--- src/rtl/rtc_bus_sequencer.sv ---
// Arbitrates config-FSM writes and VGA reads onto the multiplexed RTC parallel port.
// One registered bus cycle per grant: ADDR -> AHOLD -> DATA -> DHOLD -> DONE.
module rtc_bus_sequencer #(
    parameter int PULSE_CYC = 4,
    parameter int GAP_CYC   = 2
) (
    input  logic       clk,
    input  logic       rst_n,
    input  logic       wr_req,
    input  logic [7:0] wr_addr,
    input  logic [7:0] wr_data,
    output logic       wr_ack,
    input  logic       rd_req,
    input  logic [7:0] rd_addr,
    output logic [7:0] rd_data,
    output logic       rd_ack,
    output logic       busy,
    output logic       sel_wr,
    output logic       sel_rd,
    output logic       rtc_cs_n,
    output logic       rtc_ad,
    output logic       rtc_wr_n,
    output logic       rtc_rd_n,
    output logic [7:0] ad_out,
    output logic       ad_oe,
    input  logic [7:0] ad_in
);

    typedef enum logic [2:0] {
        S_IDLE, S_ADDR, S_AHOLD, S_DATA, S_DHOLD, S_DONE
    } state_t;

    localparam logic [7:0] PULSE_LD = 8'(PULSE_CYC - 1);
    localparam logic [7:0] GAP_LD   = 8'(GAP_CYC - 1);

    state_t     state_q, state_d;
    logic [7:0] cnt_q, cnt_d;
    logic       is_wr_q, is_wr_d;
    logic       last_wr_q, last_wr_d;
    logic [7:0] addr_q, addr_d, data_q, data_d;
    logic [7:0] rd_data_q, rd_data_d;

    logic       cs_n_q, cs_n_d, ad_sel_q, ad_sel_d;
    logic       wr_n_q, wr_n_d, rd_n_q, rd_n_d, oe_q, oe_d;
    logic [7:0] ad_out_q, ad_out_d;
    logic       wr_ack_q, wr_ack_d, rd_ack_q, rd_ack_d;
    logic       busy_q, busy_d, sel_wr_q, sel_wr_d, sel_rd_q, sel_rd_d;

    always_comb begin
        state_d   = state_q;
        cnt_d     = cnt_q;
        is_wr_d   = is_wr_q;
        last_wr_d = last_wr_q;
        addr_d    = addr_q;
        data_d    = data_q;
        rd_data_d = rd_data_q;

        case (state_q)
            S_IDLE: begin
                if (wr_req || rd_req) begin
                    // On a tie, the type not granted last time wins.
                    is_wr_d   = wr_req && !(rd_req && last_wr_q);
                    last_wr_d = is_wr_d;
                    addr_d    = is_wr_d ? wr_addr : rd_addr;
                    data_d    = wr_data;
                    cnt_d     = PULSE_LD;
                    state_d   = S_ADDR;
                end
            end
            S_ADDR: begin
                if (cnt_q == 8'd0) begin
                    state_d = S_AHOLD;
                    cnt_d   = GAP_LD;
                end else begin
                    cnt_d = cnt_q - 8'd1;
                end
            end
            S_AHOLD: begin
                if (cnt_q == 8'd0) begin
                    state_d = S_DATA;
                    cnt_d   = PULSE_LD;
                end else begin
                    cnt_d = cnt_q - 8'd1;
                end
            end
            S_DATA: begin
                if (cnt_q == 8'd0) begin
                    if (!is_wr_q) rd_data_d = ad_in;
                    state_d = S_DHOLD;
                    cnt_d   = GAP_LD;
                end else begin
                    cnt_d = cnt_q - 8'd1;
                end
            end
            S_DHOLD: begin
                if (cnt_q == 8'd0) state_d = S_DONE;
                else               cnt_d   = cnt_q - 8'd1;
            end
            S_DONE:  state_d = S_IDLE;
            default: state_d = S_IDLE;
        endcase

        // Outputs are decoded from the next state so every pin comes straight off a flop.
        cs_n_d   = 1'b1;
        ad_sel_d = 1'b0;
        wr_n_d   = 1'b1;
        rd_n_d   = 1'b1;
        oe_d     = 1'b0;
        ad_out_d = 8'h00;
        busy_d   = (state_d != S_IDLE);
        sel_wr_d = busy_d && is_wr_d;
        sel_rd_d = busy_d && !is_wr_d;
        wr_ack_d = (state_d == S_DONE) && is_wr_d;
        rd_ack_d = (state_d == S_DONE) && !is_wr_d;

        case (state_d)
            S_ADDR: begin
                cs_n_d = 1'b0; wr_n_d = 1'b0; oe_d = 1'b1; ad_out_d = addr_d;
            end
            S_AHOLD: begin
                cs_n_d = 1'b0; oe_d = 1'b1; ad_out_d = addr_d;
            end
            S_DATA: begin
                cs_n_d = 1'b0; ad_sel_d = 1'b1;
                if (is_wr_d) begin
                    wr_n_d = 1'b0; oe_d = 1'b1; ad_out_d = data_d;
                end else begin
                    rd_n_d = 1'b0;
                end
            end
            S_DHOLD: begin
                cs_n_d = 1'b0; ad_sel_d = 1'b1;
                if (is_wr_d) begin
                    oe_d = 1'b1; ad_out_d = data_d;
                end
            end
            default: ;
        endcase
    end

    always_ff @(posedge clk or negedge rst_n) begin
        if (!rst_n) begin
            state_q   <= S_IDLE;
            cnt_q     <= 8'd0;
            is_wr_q   <= 1'b0;
            last_wr_q <= 1'b0;
            addr_q    <= 8'h00;
            data_q    <= 8'h00;
            rd_data_q <= 8'h00;
            cs_n_q    <= 1'b1;
            ad_sel_q  <= 1'b0;
            wr_n_q    <= 1'b1;
            rd_n_q    <= 1'b1;
            oe_q      <= 1'b0;
            ad_out_q  <= 8'h00;
            wr_ack_q  <= 1'b0;
            rd_ack_q  <= 1'b0;
            busy_q    <= 1'b0;
            sel_wr_q  <= 1'b0;
            sel_rd_q  <= 1'b0;
        end else begin
            state_q   <= state_d;
            cnt_q     <= cnt_d;
            is_wr_q   <= is_wr_d;
            last_wr_q <= last_wr_d;
            addr_q    <= addr_d;
            data_q    <= data_d;
            rd_data_q <= rd_data_d;
            cs_n_q    <= cs_n_d;
            ad_sel_q  <= ad_sel_d;
            wr_n_q    <= wr_n_d;
            rd_n_q    <= rd_n_d;
            oe_q      <= oe_d;
            ad_out_q  <= ad_out_d;
            wr_ack_q  <= wr_ack_d;
            rd_ack_q  <= rd_ack_d;
            busy_q    <= busy_d;
            sel_wr_q  <= sel_wr_d;
            sel_rd_q  <= sel_rd_d;
        end
    end

    assign rtc_cs_n = cs_n_q;
    assign rtc_ad   = ad_sel_q;
    assign rtc_wr_n = wr_n_q;
    assign rtc_rd_n = rd_n_q;
    assign ad_oe    = oe_q;
    assign ad_out   = ad_out_q;
    assign wr_ack   = wr_ack_q;
    assign rd_ack   = rd_ack_q;
    assign rd_data  = rd_data_q;
    assign busy     = busy_q;
    assign sel_wr   = sel_wr_q;
    assign sel_rd   = sel_rd_q;

endmodule

--- config.mk ---
export PLATFORM = sky130hd
export DESIGN_NAME = rtc_bus_sequencer
export DESIGN_NICKNAME = d
export VERILOG_FILES = /design/src/rtl/rtc_bus_sequencer.sv
export SDC_FILE = /design/constraint.sdc
export NUM_CORES = 1
export LEC_CHECK = 0
export CELL_PAD_IN_SITES_DETAIL_PLACEMENT = 0
export CELL_PAD_IN_SITES_GLOBAL_PLACEMENT = 1
export CORE_MARGIN = 2
export CORE_UTILIZATION = 40
export DETAILED_ROUTE_END_ITERATION = 12
export GPL_ROUTABILITY_DRIVEN = 0
export PLACE_DENSITY_LB_ADDON = 0.1
export RECOVER_POWER = 25
export SLEW_MARGIN = 20
export SYNTH_ARGS = -nofsm -noshare
export SYNTH_HDL_FRONTEND = slang
export SYNTH_SLANG_ARGS = --single-unit
--- constraint.sdc ---
create_clock -name clk -period 4 [get_ports clk]
set_input_delay 1 -clock clk [delete_from_list [all_inputs] [get_ports clk]]
set_output_delay 1 -clock clk [all_outputs]
set_load 0.02 [all_outputs]
==> metrics.txt, run 1 <==
cell area reported after detailed placement 3212 sq um; area used by sequential logic in the layout 1380 sq um; DRC viols 0; Post-DRT Antenna Nets 0; maximum clock path buffer count 2; share of total power consumed by net switching 37.62%; Yosys Warn Count 0; switching pwr 939.0 uW; most instantiated flip-flop cell in the synthesis netlist sky130_fd_sc_hd__dfrtp_1; detailed-routing iteration count for the pre-antenna-repair pass 4; Synth Net Count 266; post-placement cell count 359; relative contribution of combinational cells to total power 46.2%; root buf cell sky130_fd_sc_hd__clkbuf_8; cells resized by post-CTS repair 0; insertion delay to the later sink of the worst-skew pair 0.31 ns; Hold WC Path Type register to register; area share of the leading cell type in the synthesized netlist 51.11%; post-route minimum period 2.655 ns; CTS hold repair buffers 0; clock slew at reported path FFs 0.10 ns; number of antenna violations at the first check in global routing 0; iteration-0 DRC count of the detailed router 73; synth-to-layout area growth 30.66%; number of global-route vias before repair 1861; multi-input gate area in the final layout 1059 sq um; Post-Layout Cell Count 367; number of vias per cell 5.267; clock tree from TritonCTS done; critical path data arrival time 2.82 ns; most area-consuming cells after synthesis sky130_fd_sc_hd__dfrtp_1, sky130_fd_sc_hd__mux2_4, sky130_fd_sc_hd__mux2i_1, sky130_fd_sc_hd__nor2_1, sky130_fd_sc_hd__dfstp_2; post-layout instance area 3327 sq um; share of layout cells above drive strength 1 11.72%; number of enable flip-flop cells after synthesis 0; maximum frequency from static timing analysis 0.3767 GHz; antenna cells 0; Setup Skew 0.007823 ns; number of instances in the synthesized netlist 229; critical path capture point type register; Crit path required time 4.17 ns; synth unique cells 54; pin count of the biggest net entering global routing 39; Top Ports 62; die outline height 83.79 um; number of nets in the finished design 326; proportion of power drawn by the clock network 15.2%; end-of-flow core utilization 53.31%; sequential-to-total area share from yosys stat 54.20%; violated checks capacitance limit, slew limit; worst ir drop on vdd 0.3245 mV; static leakage 0.001394 uW; Inserted Clock Buffers 5; power per unit of standard cell area 750.1 nW/um^2; post-synthesis async set-or-reset flop share 100.0%; effective utilization at floorplan 40.80%; global route overflow 0; Post-Route Setup TNS 0 ns; internal power 1557 uW; standard cell core area 6241 sq um; mean instance size in the synthesized netlist 11.12 sq um; count of buffers added by post-CTS timing repair for setup 0; detailed-route via count 1933; final cycle utilization of the critical path 66.37%; post-DR wirelength/cell 14.94 um; flop and latch count out of synthesis 55; total setup violations reported at the end of the flow 0; kind of start point of the critical path input port; maximum fanout count along the critical path 9; number of max-cap violations 1; max-slew violation count 39; Max stage delay cell, worst path sky130_fd_sc_hd__clkdlybuf4s50_1; num rows 29; Die Outline Area 7020 sq um; Rel. slew slack -37.91%; HPWL after DPL 3904 um; CTS sink count 55; CP peak stage delay 0.55 ns; kind of critical path input port to register; cells along the critical path clkdlybuf4s50_1 -> or4b_1 -> a22oi_1 -> inv_2 -> o211ai_4 -> o32ai_1; global routing usage summed across all routing layers 16.37%; unrepaired setup endpoints after global routing false; # port buffers 61; number of levels the H-tree was split into 2; width of the die 83.79 um; worst hold slack 0.4931 ns; transition time of the tightest slew-check pin 2.069 ns; wire length of the first global-routing pass 9287 um; number of filler cells placed in the layout 572; Post-Route WL 5484 um; status complete, but fails checks; largest area contributor in the netlist sky130_fd_sc_hd__dfrtp_1; sequential share of power 38.5%; Post-Synthesis Cell Area 2546 sq um; hold violation count in the final report 0
## metrics by stage
stage / setup slack [ns] / total power (uW)
after detailed placement: 0.9936 / 2140
final: 1.345 / 2496
after floorplan: 1.739 / 1714
after global placement: 0.9930 / 2125
after CTS: 1.329 / 2528
after global routing: 1.112 / 2678
## worst paths after layout
| path | start | endpoint | slack [ns] | cells after the start |
|---|---|---|---|---|
| max | rd_req | ad_out[7] | 1.35 | 6 |
| min | data_q[1] | data_q[1] | 0.49 | 2 |
| max reg2reg | cnt_q[0] | rd_data[0] | 1.58 | 6 |
| min reg2reg | data_q[1] | data_q[1] | 0.49 | 2 |
| max in group asynchronous | rst_n | rtc_rd_n | 1.50 | 2 |
| min in group asynchronous | rst_n | rd_data[7] | 1.26 | 1 |
## power by group through the flow
stage,Sequential (uW),Combinational [uW],Clock [uW]
2_1_floorplan,1070,643,0
3_3_place_gp,969,1160,0
3_5_place_dp,972,1170,0
4_1_cts,962,1170,395
5_1_grt,994,1270,414
6_report,961,1150,380
## registers in the layout, indices dropped and copies added, names as in the netlist
| signal | count |
|---|---|
| wr_ack | 1 |
| last_wr_q | 1 |
| state_q | 3 |
| ad_out | 8 |
| rd_ack | 1 |
| rtc_cs_n | 1 |
| rtc_wr_n | 1 |
| sel_rd | 1 |
| rtc_rd_n | 1 |
| sel_wr | 1 |
| addr_q | 8 |
| data_q | 8 |
| ad_oe | 1 |
| rtc_ad | 1 |
| cnt_q | 8 |
| rd_data | 8 |
| busy | 1 |
| is_wr_q | 1 |
## metal layers
metal  share of wire, %  track usage [%]  up-vias
met5                  0                0        -
met1                 48            22.95      939
met4               0.88            3.959        0
met2                 45            25.60       57
li1                   -                -      933
met3                5.5            4.154        4
## final cells by class
class | count | area share, %
Clock buffer | 5 | 2.068
Clock inverter | 3 | 1.429
Inverter | 15 | 1.692
Multi-Input combinational cell | 149 | 31.82
Sequential cell | 55 | 41.48
Tap cell | 77 | 2.896
Timing Repair Buffer | 63 | 18.62
## cell usage in the layout, fill, tap and decap left out, drive strengths merged, types with 2 or more instances in the layout
cell,instances
a21boi,3
o211ai,2
mux2i,11
nand3,3
buf,2
or2,2
a211oi,8
clkdlybuf4s50,60
mux2,8
o21bai,2
clkbuf,6
dfrtp,52
or3b,2
or3,4
a21oi,6
nand2,9
or4,2
nor2b,9
o32ai,8
o21ai,9
inv,16
nor3,5
a31oi,2
dfstp,3
o21a,2
nand2b,4
nor2,28
xnor2,2
nor4,2
## cell usage after synthesis (2+ instances only)
cell type / n
sky130_fd_sc_hd__or4_1: 2
sky130_fd_sc_hd__clkbuf_1: 6
sky130_fd_sc_hd__xnor2_1: 2
sky130_fd_sc_hd__a21oi_1: 6
sky130_fd_sc_hd__nand2_1: 8
sky130_fd_sc_hd__nor2_1: 27
sky130_fd_sc_hd__nand3_1: 3
sky130_fd_sc_hd__a21boi_1: 3
sky130_fd_sc_hd__or3b_2: 2
sky130_fd_sc_hd__o21ai_0: 8
sky130_fd_sc_hd__or3_1: 3
sky130_fd_sc_hd__a211oi_1: 8
sky130_fd_sc_hd__o21a_1: 2
sky130_fd_sc_hd__o21bai_1: 2
sky130_fd_sc_hd__nor2b_1: 9
sky130_fd_sc_hd__or2_2: 2
sky130_fd_sc_hd__nand2b_1: 4
sky130_fd_sc_hd__o32ai_1: 8
sky130_fd_sc_hd__nor3_1: 4
sky130_fd_sc_hd__buf_2: 2
sky130_fd_sc_hd__dfrtp_1: 52
sky130_fd_sc_hd__a31oi_1: 2
sky130_fd_sc_hd__inv_1: 14
sky130_fd_sc_hd__mux2i_1: 11
sky130_fd_sc_hd__mux2_4: 8
sky130_fd_sc_hd__dfstp_2: 3
## kinds of logic after synthesis
kind of cell,Yosys count,share of synthesized area [%]
AND/OR/NAND/NOR,75,15.97
buffers and inverters,25,4.226
multiplexers,19,9.042
AO/OA/AOI/OAI,52,15.38
XOR/XNOR,2,0.6881
adder cells (fa/ha/maj),1,0.4913
flip-flops,55,54.20
## critical path, delay by kind of cell
| family | cells | cell delay [ns] |
|---|---|---|
| AO/OA/AOI/OAI | 3 | 0.70 |
| buffers and inverters | 2 | 0.68 |
| AND/OR/NAND/NOR | 1 | 0.44 |
Power figures use the tool's default switching activity.
==> run 2, diff against run 1 <==
CORE_UTILIZATION = 38   (was 40)
clock period = 2.56 ns   (was 4 ns; I/O delays follow)
==> run 2 against run 1 <==
  * The run ends with DRC left
  * Largest power group unchanged
  * Combinational power grew 64%
  * Cell count is 2.5% higher
  * Critical path type is now register to register
  * First-iteration DRC count rose by 14%
  * Critical path depth grew 1
==> metrics.txt, run 2 (same netlist as run 1, synthesis figures left out) <==
Setup Skew 0.004443 ns (-0.003380 ns); number of filler cells placed in the layout 587 (+2.6%); number of levels the H-tree was split into 2 (unchanged); static leakage 0.001423 uW (+2.1%); status complete, but fails checks; global route overflow 0 (unchanged); final cycle utilization of the critical path 84.44%; synth-to-layout area growth 32.33%; Top Ports 62 (unchanged); Hold WC Path Type input port to asynchronous set/reset pin; share of layout cells above drive strength 1 14.38% (+2.7 points); Crit path required time 2.76 ns (-1.41 ns); clock slew at reported path FFs 0.10 ns (about the same); insertion delay to the later sink of the worst-skew pair 0.30 ns (about the same); kind of start point of the critical path register; max-slew violation count 0 (-100%); DRC viols 5 (+5); post-route minimum period 2.162 ns; worst hold slack 0.4832 ns (-0.009978 ns); standard cell core area 6422 sq um (+2.9%); global routing usage summed across all routing layers 16.25% (-0.11 points); Post-Route WL 5504 um (+0.36%); effective utilization at floorplan 39.65% (-1.2 points); # port buffers 61 (unchanged); maximum frequency from static timing analysis 0.4626 GHz; Rel. slew slack 31.09% (+69 points); CTS hold repair buffers 0 (unchanged); Post-Route Setup TNS 0 ns (unchanged); Inserted Clock Buffers 5 (unchanged); critical path capture point type register; Die Outline Area 7371 sq um (+5.0%); die outline height 85.86 um (+2.5%); number of global-route vias before repair 1951 (+4.8%); power per unit of standard cell area 1145 nW/um^2 (+53%); num rows 29 (unchanged); iteration-0 DRC count of the detailed router 83 (+14%); maximum clock path buffer count 2 (unchanged); count of buffers added by post-CTS timing repair for setup 0 (unchanged); violated checks DRC; number of antenna violations at the first check in global routing 0 (unchanged); most common cell after layout, fill and taps aside sky130_fd_sc_hd__clkdlybuf4s50_1; total setup violations reported at the end of the flow 0 (unchanged); number of max-cap violations 0 (-1); root buf cell sky130_fd_sc_hd__clkbuf_8; critical path data arrival time 2.36 ns (-0.46 ns); end-of-flow core utilization 52.46% (-0.84 points); number of nets in the finished design 335 (+2.8%); maximum fanout count along the critical path 8 (-1); detailed-route via count 1936 (+0.16%); hold violation count in the final report 0 (unchanged); cell area reported after detailed placement 3292 sq um (+2.5%); commonest non-fill, non-tap cells in the layout sky130_fd_sc_hd__clkdlybuf4s50_1, sky130_fd_sc_hd__dfrtp_1, sky130_fd_sc_hd__nor2_1; post-layout instance area 3369 sq um (+1.3%); worst ir drop on vdd 0.5193 mV (+60%); clock tree from TritonCTS done; Post-DRT Antenna Nets 0 (unchanged); CTS sink count 55 (unchanged); transition time of the tightest slew-check pin 1.034 ns (-1.035 ns); kind of critical path register to register; pin count of the biggest net entering global routing 28 (-28%); antenna cells 0 (unchanged); post-DR wirelength/cell 14.64 um (-2.0%); unrepaired setup endpoints after global routing false; number of vias per cell 5.149 (-2.2%); cells resized by post-CTS repair 0 (unchanged); HPWL after DPL 4126 um (+5.7%); wire length of the first global-routing pass 9535 um (+2.7%); width of the die 85.86 um (+2.5%); detailed-routing iteration count for the pre-antenna-repair pass 8 (+4)
-- run 2: cell type report --
type                       instances  area, sq um  share of cell area [%]
multi-input combinational        149         1059                   31.41
sequential                        55         1380                   40.96
inverter                          15        56.30                   1.671
timing repair buffer              72        684.4                   20.31
clock buffer                       5        68.82                   2.042
clock inverter                     3        25.02                  0.7427
tap                               77        96.34                   2.859
-- run 2: metal layers --
metal / up-vias / track usage, % / wire length (um)
met4: 0 / 3.896 / 59
li1: 954 / - / -
met3: 7 / 3.272 / 208
met1: 935 / 22.66 / 2646
met2: 40 / 26.21 / 2590
met5: - / 0 / 0
-- run 2: critical path, cell delays in order, from the launching register on --
cell and delay [ns]:
sky130_fd_sc_hd__dfrtp_1 0.41, sky130_fd_sc_hd__inv_1 0.06, sky130_fd_sc_hd__ha_1 0.19, sky130_fd_sc_hd__nor3b_1 0.21, sky130_fd_sc_hd__buf_4 0.16, sky130_fd_sc_hd__nand2_2 0.05
sky130_fd_sc_hd__or3_1 0.59, sky130_fd_sc_hd__mux2_4 0.38
-- run 2: stage by stage --
stage	std cells	setup slack (ns)	power, uW
floorplan	229	0.5439	2678
global placement	368	0.1383	3384
detailed placement	368	0.09681	3401
CTS	376	0.3678	3909
global route	376	0.2768	4166
finish	376	0.3983	3857
-- run 2: worst paths after layout --
path,cells after the start,end,slack (ns),from
max,7,rd_data[0],0.40,cnt_q[0]
min,1,data_q[0],0.48,rst_n
max reg2reg,7,rd_data[0],0.40,cnt_q[0]
min reg2reg,2,data_q[2],0.49,data_q[2]
max in group asynchronous,2,cnt_q[7],0.86,rst_n
min in group clk,2,data_q[2],0.49,data_q[2]
-- run 2: report_power, final --
group          switching [uW]  internal, uW  leakage, uW
logic                     973           915     0.000733
clock network             295           196    0.0000443
registers                 204          1270     0.000646
==> run 3, diff against run 2 <==
CORE_UTILIZATION = 34   (was 38)
clock period = 1.9 ns   (was 2.56 ns; I/O delays follow)
==> run 3 against run 2 <==
  * The flow finishes with violations (setup timing)
  * Sequential share of layout area down 5.5 points
  * Design area grew 15%
  * Combinational power increased by 77%
  * Via count increased by 12%
  * Non-clock buffer count up 45
  * Hold slack got worse by 0.16 ns
  * Setup slack got worse by 0.42 ns
  * Wire length rose by 19%
  * Sequential power up 34%
  * Power increased by 56%
  * Die area increased by 11%
  * Clock skew up 0.0017 ns
  * Critical endpoint is now ad_out[7]
==> metrics.txt, run 3 (same netlist as run 1, synthesis figures left out) <==
status complete, but fails checks; violated checks setup timing; detailed-route via count 2160 (+12%); number of antenna violations at the first check in global routing 0 (unchanged); depth of the critical timing path with buffers and inverters included 4 (-3); transition time of the tightest slew-check pin 1.050 ns (+0.01668 ns); unrepaired setup endpoints after global routing true; Post-DRT Antenna Nets 0 (unchanged); maximum fanout count along the critical path 5 (-3); area used by sequential logic in the layout 1380 sq um (unchanged); CTS sink count 55 (unchanged); clock tree from TritonCTS done; width of the die 90.54 um (+5.5%); synth-to-layout area growth 52.73%; antenna cells 0 (unchanged); Post-Route WL 6533 um (+19%); number of vias per cell 4.865 (-5.5%); CP peak stage delay 0.59 ns (about the same); effective utilization at floorplan 35.10% (-4.5 points); cell area reported after detailed placement 3625 sq um (+10%); post-route minimum period 1.922 ns (-0.2393 ns); end of the worst register-to-register path ad_out[7]; global routing usage summed across all routing layers 16.56% (+0.31 points); num rows 31 (+6.9%); reg-to-reg startpoint cnt_q[3]; Register-to-Register Path Depth 4 (-3); detailed-routing iteration count for the pre-antenna-repair pass 4 (-4); multi-input gate area in the final layout 1184 sq um (+12%); share of layout cells above drive strength 1 29.86% (+15 points); number of max-cap violations 0 (unchanged); static leakage 0.001691 uW (+19%); most common cell after layout, fill and taps aside sky130_fd_sc_hd__clkdlybuf4s50_1; maximum clock path buffer count 2 (unchanged); final setup slack of the worst path -0.02246 ns (-0.4207 ns); global route overflow 0 (unchanged); number of global-route vias before repair 2146 (+10%); root buf cell sky130_fd_sc_hd__clkbuf_8; number of filler cells placed in the layout 662 (+13%); die outline height 90.54 um (+5.5%); final cycle utilization of the critical path 101.2% (+17 points); Hold WC Path Type input port to asynchronous set/reset pin; standard cell core area 7253 sq um (+13%); post-DR wirelength/cell 14.71 um (+0.52%); number of nets in the finished design 381 (+14%); end point of the critical path ad_out[7]; Inserted Clock Buffers 5 (unchanged); Crit path required time 2.08 ns (-0.68 ns); power after layout 6014 uW (+56%); Rel. slew slack 29.98% (-1.1 points); post-layout instance area 3889 sq um (+15%); worst ir drop on vdd 0.5615 mV (+8.1%); Post-Layout Cell Count 444 (+18%); dpl ws -0.3876 ns (-0.4844 ns); total setup violations reported at the end of the flow 3 (+3); sum of buffers and inverters on the critical path 0 (-2); clock slew at reported path FFs 0.10 ns (about the same); iteration-0 DRC count of the detailed router 93 (+12%); kind of start point of the critical path register; hold violation count in the final report 0 (unchanged); HPWL after DPL 4611 um (+12%); post-placement cell count 428 (+16%); Setup Skew 0.006156 ns (+0.001713 ns); maximum frequency from static timing analysis 0.5202 GHz (+12%); Worst path top cell family by delay simple AND/OR/NAND/NOR gates; wire length of the first global-routing pass 10900 um (+14%); insertion delay to the later sink of the worst-skew pair 0.31 ns (about the same); number of levels the H-tree was split into 2 (unchanged); commonest non-fill, non-tap cells in the layout sky130_fd_sc_hd__clkdlybuf4s50_1, sky130_fd_sc_hd__dfrtp_1, sky130_fd_sc_hd__buf_4; Max stage delay cell, worst path sky130_fd_sc_hd__or4_4; power per unit of standard cell area 1547 nW/um^2 (+35%); kind of critical path register to register; DRC viols 0 (-5); # port buffers 61 (unchanged); max-slew violation count 0 (unchanged); pin count of the biggest net entering global routing 31 (+11%); critical path capture point type register; CP startpoint cnt_q[3]; slack of the worst reg-to-reg path -0.02 ns (-0.42 ns); cells along the critical path or4_4 -> or3_4 -> o211ai_4 -> o32ai_1; Die Outline Area 8197 sq um (+11%); Top Ports 62 (unchanged); critical path data arrival time 2.10 ns (-0.26 ns); CTS hold repair buffers 0 (unchanged)
[run 3: what timing repair did]
item | in CTS | in global routing
pin swaps | 6 | 9
gates cloned | 1 | 0
gates resized for setup | 8 | 18
buffers inserted | 7 | 1
endpoints found under the setup margin | 28 | 24
[run 3: stage by stage]
| stage | utilization, % | hold WS [ns] | setup TNS, ns |
|---|---|---|---|
| 2_1_floorplan | - | 0.1794 | 0 |
| 3_3_place_gp | 49.97 | 0.4600 | -8.610 |
| 3_5_place_dp | 49.97 | 0.4626 | -9.582 |
| 4_1_cts | 52.65 | 0.1223 | 0 |
| 5_1_grt | 53.61 | 0.4076 | -1.854 |
| 6_report | 53.61 | 0.3202 | -0.03473 |
[run 3: layout make-up]
type                    instances  area share [%]
flip-flops and latches         55           35.49
multi-input cells             150           30.44
repair buffers                117           26.99
well taps                      99           3.185
inverters                      15           1.448
clock inverters                 1          0.2252
clock buffers                   7           2.220
[run 3: how the worst min path moves through the flow]
stage               depth (start not counted)  slack (ns)   from          to
global placement                            1        0.46  rst_n  rd_data[6]
CTS                                         1        0.12  rst_n  state_q[1]
detailed placement                          1        0.46  rst_n  rd_data[6]
floorplan                                   0        0.18  rst_n       ad_oe
finish                                      1        0.32  rst_n  rd_data[6]
global route                                1        0.41  rst_n  state_q[1]
[run 3: routing by layer]
layer / routed length (um) / track usage, % / vias up
met3: 266 / 3.422 / 4
met2: 3119 / 26.18 / 51
met1: 3089 / 23.27 / 1056
li1: - / - / 1049
met5: 0 / 0 / -
met4: 57 / 4.231 / 0
[run 3: where the power goes]
part           leakage (uW)  total (uW)  internal (uW)  switching, uW
sequential         0.000646        1980           1720            265
clock             0.0000484         688            300            388
combinational      0.000996        3340           1750           1590
total               0.00169        6010           3770           2240
